File: config.mk
export PLATFORM = sky130hd
export DESIGN_NAME = pc_fetch
export DESIGN_NICKNAME = d
export VERILOG_FILES = /design/src/rtl/pc_fetch.sv
export SDC_FILE = /design/constraint.sdc
export NUM_CORES = 1
export LEC_CHECK = 0
export CAP_MARGIN = 10
export CORE_MARGIN = 2
export CORE_UTILIZATION = 45
export DETAILED_ROUTE_END_ITERATION = 8
export PLACE_DENSITY = 0.84
export SLEW_MARGIN = 40
export SYNTH_ARGS = -nofsm -noshare
export SYNTH_HDL_FRONTEND = slang
export SYNTH_SLANG_ARGS = --single-unit
File: constraint.sdc
create_clock -name clk -period 4.55 [get_ports clk]
set_input_delay 1.365 -clock clk [delete_from_list [all_inputs] [get_ports clk]]
set_output_delay 1.365 -clock clk [all_outputs]
set_load 0.02 [all_outputs]
File: src/rtl/pc_fetch.sv
// pc_fetch - program counter and instruction-fetch sequencer.
//
// Owns the PC and is the requesting side of the instruction-memory port.
// One fetch at a time: the PC is issued on imem_addr with imem_req, the
// returned word is latched together with the PC it came from, then offered
// to decode through a valid/ready handshake.  When decode accepts, the next
// PC is chosen from decode's PCsrc/ImmOp (branch) or PC+4 (sequential).
//
// Ports
//   clk, rst_n    clock (rising edge) and asynchronous active-low reset
//   stall         1 = do not launch a new fetch (ignored once a fetch is in flight)
//   imem_req      fetch request, held until imem_ack
//   imem_addr     fetch address, equal to the PC register
//   imem_ack      memory returns imem_rdata this cycle
//   imem_rdata    fetched instruction word
//   instr_valid   instr/pc_out are valid for decode
//   instr_ready   decode accepts instr this cycle
//   instr         registered instruction word
//   pc_out        PC of the presented instruction
//   PCsrc, ImmOp  branch taken / signed branch offset, sampled on the accept cycle
//   misalign_err  one-cycle pulse when a taken branch target was not 4-byte aligned

module pc_fetch #(
  parameter int                       ADDRESS_WIDTH = 32,
  parameter int                       DATA_WIDTH    = 32,
  parameter logic [ADDRESS_WIDTH-1:0] RESET_PC      = {ADDRESS_WIDTH{1'b0}}
) (
  input  logic                     clk,
  input  logic                     rst_n,
  input  logic                     stall,
  output logic                     imem_req,
  output logic [ADDRESS_WIDTH-1:0] imem_addr,
  input  logic                     imem_ack,
  input  logic [DATA_WIDTH-1:0]    imem_rdata,
  output logic                     instr_valid,
  input  logic                     instr_ready,
  output logic [DATA_WIDTH-1:0]    instr,
  output logic [ADDRESS_WIDTH-1:0] pc_out,
  input  logic                     PCsrc,
  input  logic [DATA_WIDTH-1:0]    ImmOp,
  output logic                     misalign_err
);

  typedef enum logic [1:0] {
    IDLE = 2'd0,
    REQ  = 2'd1,
    HOLD = 2'd2
  } state_t;

  state_t                   state_r;
  state_t                   state_nxt;
  logic [ADDRESS_WIDTH-1:0] pc_r;
  logic [ADDRESS_WIDTH-1:0] pc_nxt;
  logic                     req_nxt;
  logic                     valid_nxt;
  logic [DATA_WIDTH-1:0]    instr_nxt;
  logic [ADDRESS_WIDTH-1:0] pc_out_nxt;
  logic                     err_nxt;

  logic [ADDRESS_WIDTH-1:0] imm_ext;
  logic [ADDRESS_WIDTH-1:0] seq_pc;
  logic [ADDRESS_WIDTH-1:0] target;
  logic                     accept;

  // The offset is signed: the size cast sign-extends when the address is
  // wider than the data path and truncates when it is narrower.
  assign imm_ext   = ADDRESS_WIDTH'($signed(ImmOp));
  assign seq_pc    = pc_r + {{(ADDRESS_WIDTH-3){1'b0}}, 3'd4};
  assign target    = PCsrc ? (pc_r + imm_ext) : seq_pc;
  assign accept    = instr_valid & instr_ready;
  assign imem_addr = pc_r;

  // Next-state and next-register values for the fetch sequencer.
  always_comb begin
    state_nxt  = state_r;
    pc_nxt     = pc_r;
    req_nxt    = imem_req;
    valid_nxt  = instr_valid;
    instr_nxt  = instr;
    pc_out_nxt = pc_out;
    err_nxt    = 1'b0;
    case (state_r)
      IDLE: begin
        if (!stall) begin
          state_nxt = REQ;
          req_nxt   = 1'b1;
        end else begin
          req_nxt   = 1'b0;
        end
      end
      // stall is deliberately not looked at here: an issued request must finish.
      REQ: begin
        if (imem_ack) begin
          instr_nxt  = imem_rdata;
          pc_out_nxt = pc_r;
          req_nxt    = 1'b0;
          valid_nxt  = 1'b1;
          state_nxt  = HOLD;
        end else begin
          req_nxt    = 1'b1;
        end
      end
      HOLD: begin
        if (accept) begin
          // The PC is always kept word aligned; an unaligned branch target is
          // reported rather than fetched.
          pc_nxt    = {target[ADDRESS_WIDTH-1:2], 2'b00};
          err_nxt   = PCsrc & (|target[1:0]);
          valid_nxt = 1'b0;
          if (!stall) begin
            state_nxt = REQ;
            req_nxt   = 1'b1;
          end else begin
            state_nxt = IDLE;
            req_nxt   = 1'b0;
          end
        end else begin
          valid_nxt = 1'b1;
        end
      end
      default: begin
        state_nxt = IDLE;
        req_nxt   = 1'b0;
        valid_nxt = 1'b0;
      end
    endcase
  end

  // State and output registers; reset drops any outstanding request at once.
  always_ff @(posedge clk or negedge rst_n) begin
    if (!rst_n) begin
      state_r      <= IDLE;
      pc_r         <= RESET_PC;
      imem_req     <= 1'b0;
      instr_valid  <= 1'b0;
      instr        <= {DATA_WIDTH{1'b0}};
      pc_out       <= RESET_PC;
      misalign_err <= 1'b0;
    end else begin
      state_r      <= state_nxt;
      pc_r         <= pc_nxt;
      imem_req     <= req_nxt;
      instr_valid  <= valid_nxt;
      instr        <= instr_nxt;
      pc_out       <= pc_out_nxt;
      misalign_err <= err_nxt;
    end
  end

endmodule

# ---- Word level (Yosys, flattened, before mapping)
# Index checks and enable logic that the tools add are counted.
dict set report op_classes {
  bitwise 3
  n_reduce_logical 6
  add_sub_neg 2
  eq_ne 5
  div 0
  n_mux 15
  n_mul 0
  n_shift 0
  order_cmp 0
}
# op n
set op_table {}
lappend op_table {{adder 32 x 3 -> 32 bit (second input constant)} 1}
lappend op_table {{adder 32 bit} 1}
lappend op_table {{two-way mux 32 bit} 1}
lappend op_table {{two-way mux 1 bit} 8}
lappend op_table {{two-way mux 2 bit} 3}
lappend op_table {{inequality test 2 bit (second input constant)} 3}
lappend op_table {{case mux 1 bit (3 select lines)} 2}
lappend op_table {{case mux 2 bit (3 select lines)} 1}
lappend op_table {{AND reduction 2 bit} 3}
lappend op_table {{AND reduction 3 bit} 1}
lappend op_table {{AND 1 bit} 2}
lappend op_table {{equality test 2 x 1 -> 1 bit (second input constant)} 1}
lappend op_table {{equality test 2 bit (second input constant)} 1}
lappend op_table {{logical NOT 2 bit} 1}
lappend op_table {{OR reduction 2 bit} 1}
lappend op_table {{NOT 1 bit} 1}
dict set report word_totals {
  ramBits 0
  wordCells 38
  output_inout_bits 99
  memories 0
  mem_bits_ro 0
  ff_bits 97
  latch_bits 0
  inputBits 70
}

# ---- Depth between registers and ports, before layout
dict set report logic_depth {
  ltp_word 6
  mapped_depth 12
  depth_no_buf 11
}

# ---- Least setup slack after synthesis
# No wires, ideal clock.
dict set report synth_path {
  path_kind {input to register}
  startpoint {in PCsrc}
  endpoint {reg pc_r[30] (netlist: imem_addr[30])}
  setup_ps 141
  n_path_buf 1
  arrival_ps 3474
  path_stages 12
  required_ps 4409
  slack_ps 936
  path_cell_list {clkbuf_1 > nand2b_1 > ha_1 > inv_1 > fa_1 > nor2b_4 > o31a_4 > a41oi_4 > o31ai_4 > a41oi_2 > nor3_1 > a221oi_1}
}
dict set report synth_between {
  elab_chain_len 1
}
# item line
set synth_rtl {}
lappend synth_rtl {{from (decl)} 39} ;# input logic PCsrc,
lappend synth_rtl {{two-way mux 32 bit} 69} ;# assign target = PCsrc ? (pc_r + imm_ext) : seq_pc;
lappend synth_rtl {{to (signal assigned)} 141} ;# pc_r <= pc_nxt;
lappend synth_rtl {{to (decl)} 52} ;# logic [ADDRESS_WIDTH-1:0] pc_r;
# No other way between the ends.
# A chain may end at the register's enable or synchronous reset.

# ---- Final worst setup path
dict set report layout_path {
  startpoint {in PCsrc}
  endpoint {reg pc_r[29] (netlist: imem_addr[29])}
}
# Same word-level chain as after synthesis.

==> impl_results.md <==
- Status: complete, no violations
- Critical-path maximum fanout: 16
- # setup viols final: 0
- Pwr dens: 620.7 mW/mm^2
- Final Max Slew Viols: 0
- Top cell type's share of synthesized area: 0.4328
- CTS-repair resized insts: 0
- RSZ-0062 raised after global routing: false
- Root Driver: clkbuf_16
- Post-Syn Instances: 543
- Worst R2R Start: imem_addr[2]
- Highest routed layer: met4
- Clock sink count: 97
- Library cells used by synthesis: 59
- Maxcap violations: 0
- Crit path cell chain: clkdlybuf4s50_1 > buf_4 > and2_1 > ha_1 > o211ai_1 > nand2_1 > o2111ai_2 > a31oi_1 > nand3b_1 > a211o_1 > nand3_1
- Slew HR: 0.5318
- Tcrit/Tclk final: 0.8581
- Worst EP arrival: 4.19 ns
- Sequential fraction of the synthesis area: 0.4328
- Post-synth ARST share: 1.000
- Setup Buffers After CTS: 0
- Initial antenna violation count: 0
- CP required: 4.84 ns
- CTS H-tree lvls: 3
- Chip Height: 115.6 um
- First-pass GRT wire length: 23230 um
- Die area: 0.01337 mm^2
- # port buffers: 164
- Routed WL: 14420 um
- Leak: 3.457 nW
- Yosys top cell by area: dfrtp_1
- I/O Pins: 169
- DP HPWL: 10900 um
- Fillers: 1006
- Die W: 115.6 um
- Nature of the critical path endpoint: register
- WP buf/inv: 2
- Largest delay share family, worst path: compound AO/OA/AOI/OAI gates
- Hold Path Class: register to register
- Vias per cell: 5.345
- # hold bufs at CTS: 0
- Via count: 4720
- Placed cells: 867
- Row count: 40
- DP Worst Slack: 0.3064 ns
- Largest net degree at the start of global routing: 77
- Post-Syn Area per Cell: 10.33 um^2
- CP Class: input pin to register
- Total CTS buffers: 9
- Synth warnings: 0
- CTS Buffer Depth: 2
- Most frequent cells after synthesis: dfrtp_1, nand2_1, mux2_2, ha_1, o21ai_0
- Main synth FF type: dfrtp_1
- Top post-synthesis cells by area: dfrtp_1, mux2_2, ha_1
- Met1 Wirelength: 6491 um
- Peak VDD IR: 251.3 uV
- Setup TNS: 0 ns
- Largest stage delay on the critical path: 0.52 ns
- Area growth syn-to-layout: 39.16%
- Vias in the first global route: 4770
- Overall Global Routing Usage: 0.2186
- Post-Layout Cell Count: 883
- Hold Vio Cnt, Final: 0
- Share of cells above drive strength 1: 0.1510
- Starting Density: 0.4630
- Max Freq: 256.1 MHz
- WL/cell: 16.33 um
- Layout Nets: 815
- Antenna Nets Post-Route: 0
- Hold_sp: pc_out[30]
- Least-Margin Pin Slew: 0.7024 ns
- Metal2 WL: 6875 um
- DRT iter0 DRCs: 249
- Drt pass-1 iters: 5
- DRC: 0
- Min Clock Period, post-route: 3.905 ns
- Clk_skew: 0.004659 ns
- Crit start category: input pin
- Met3 wire len: 845 um
- Gpl congestion: 0.9416
- #FFs+latches synth: 97
- Syn Std Cell Area: 0.005608 mm^2
- Count leader, synth: dfrtp_1
- Reg clk slew, reported paths: 0.07 ns
- Number of synthesized flops with an enable pin: 0
- Worst-skew pair later-pin latency: 0.35 ns
- Diode count: 0
- Grt ovf: 0
- CP max-delay cell: a31oi_1
- Worst setup margin: 0.6455 ns
- TritonCTS clock tree: built
- Source of the critical timing path: PCsrc
- Core Region: 0.01211 mm^2
## power breakdown
group | switching (W) | total [W] | internal, W
Sequential | 0.000261 | 0.00148 | 0.00122
Clock | 0.000346 | 0.000862 | 0.000516
Combinational | 0.00128 | 0.00250 | 0.00122
## worst register-to-register path, delay by kind of cell, from the launching register on
family | cells | cell delay [ns]
buffers and inverters | 1 | 0.07
AOI/OAI and AO/OA | 5 | 1.05
DFF | 1 | 0.40
adders and majority gates | 2 | 0.67
and+or+nand+nor | 2 | 0.38
## layout by cell type, fill, tap and decap left out, types with 4 or more instances in the layout
cell	instances
a31oi_1	7
conb_1	4
ha_1	34
nand4_1	5
xor2_1	15
buf_4	12
inv_1	9
nand2_1	67
a21o_1	12
dfrtp_1	97
o21ai_1	12
clkbuf_16	9
and2_1	31
nor2_1	23
a21oi_1	30
xnor2_1	7
nor3_1	6
mux2_2	62
o21ai_0	34
nand2b_1	5
nand3_1	5
clkdlybuf4s50_1	163
## layout make-up
| type | instances | area (um^2) | area share |
|---|---|---|---|
| multi-input cells | 417 | 3060 | 0.3922 |
| clock inverters | 5 | 86.33 | 0.01106 |
| inverters | 9 | 33.78 | 0.004329 |
| well taps | 168 | 210.2 | 0.02694 |
| clock buffers | 11 | 252.7 | 0.03239 |
| flip-flops and latches | 97 | 2427 | 0.3110 |
| repair buffers | 176 | 1733 | 0.2221 |
## logic make-up after synthesis
logic type / share of synthesized area
multiplexers: 0.1281
other: 0.0006687
flip-flops: 0.4328
buffers and inverters: 0.02477
adder cells (fa/ha/maj): 0.07943
AO/OA/AOI/OAI: 0.1606
AND/OR/NAND/NOR: 0.1392
XOR/XNOR: 0.03436
## registers in the layout (all words and copies together), names as in the netlist
name / cells
imem_addr: 30
imem_req: 1
instr: 32
instr_valid: 1
misalign_err: 1
pc_out: 30
state_r: 2
## per-stage QoR
step,utilization,total power [W],cell area (um^2),hold WS (ns)
6_report,0.6443,0.004844,7804,0.4854
5_1_grt,0.6443,0.005141,7804,0.5206
4_1_cts,0.6443,0.004879,7804,0.4885
3_5_place_dp,0.6163,0.003999,7465,0.4731
3_3_place_gp,0.6160,0.003918,7461,0.4682
2_1_floorplan,-,0.002910,5619,0.5238
## path summary, 6_finish.rpt
kind                       depth (start not counted)             to  slack [ns]
max                                               11  imem_addr[29]        0.65
min                                                2     pc_out[30]        0.49
max reg2reg                                       10  imem_addr[30]        1.86
min reg2reg                                        2     pc_out[30]        0.49
max in group asynchronous                          3     pc_out[20]        2.63
min in group asynchronous                          1       instr[1]        1.04
## per-layer routing
layer | global-route usage | vias to the layer above
li1 | - | 2272
met2 | 0.3715 | 167
met1 | 0.2847 | 2267
met3 | 0.03243 | 14
met5 | 0 | -
met4 | 0.08016 | 0
No activity file was read; power rests on OpenSTA's default activity.
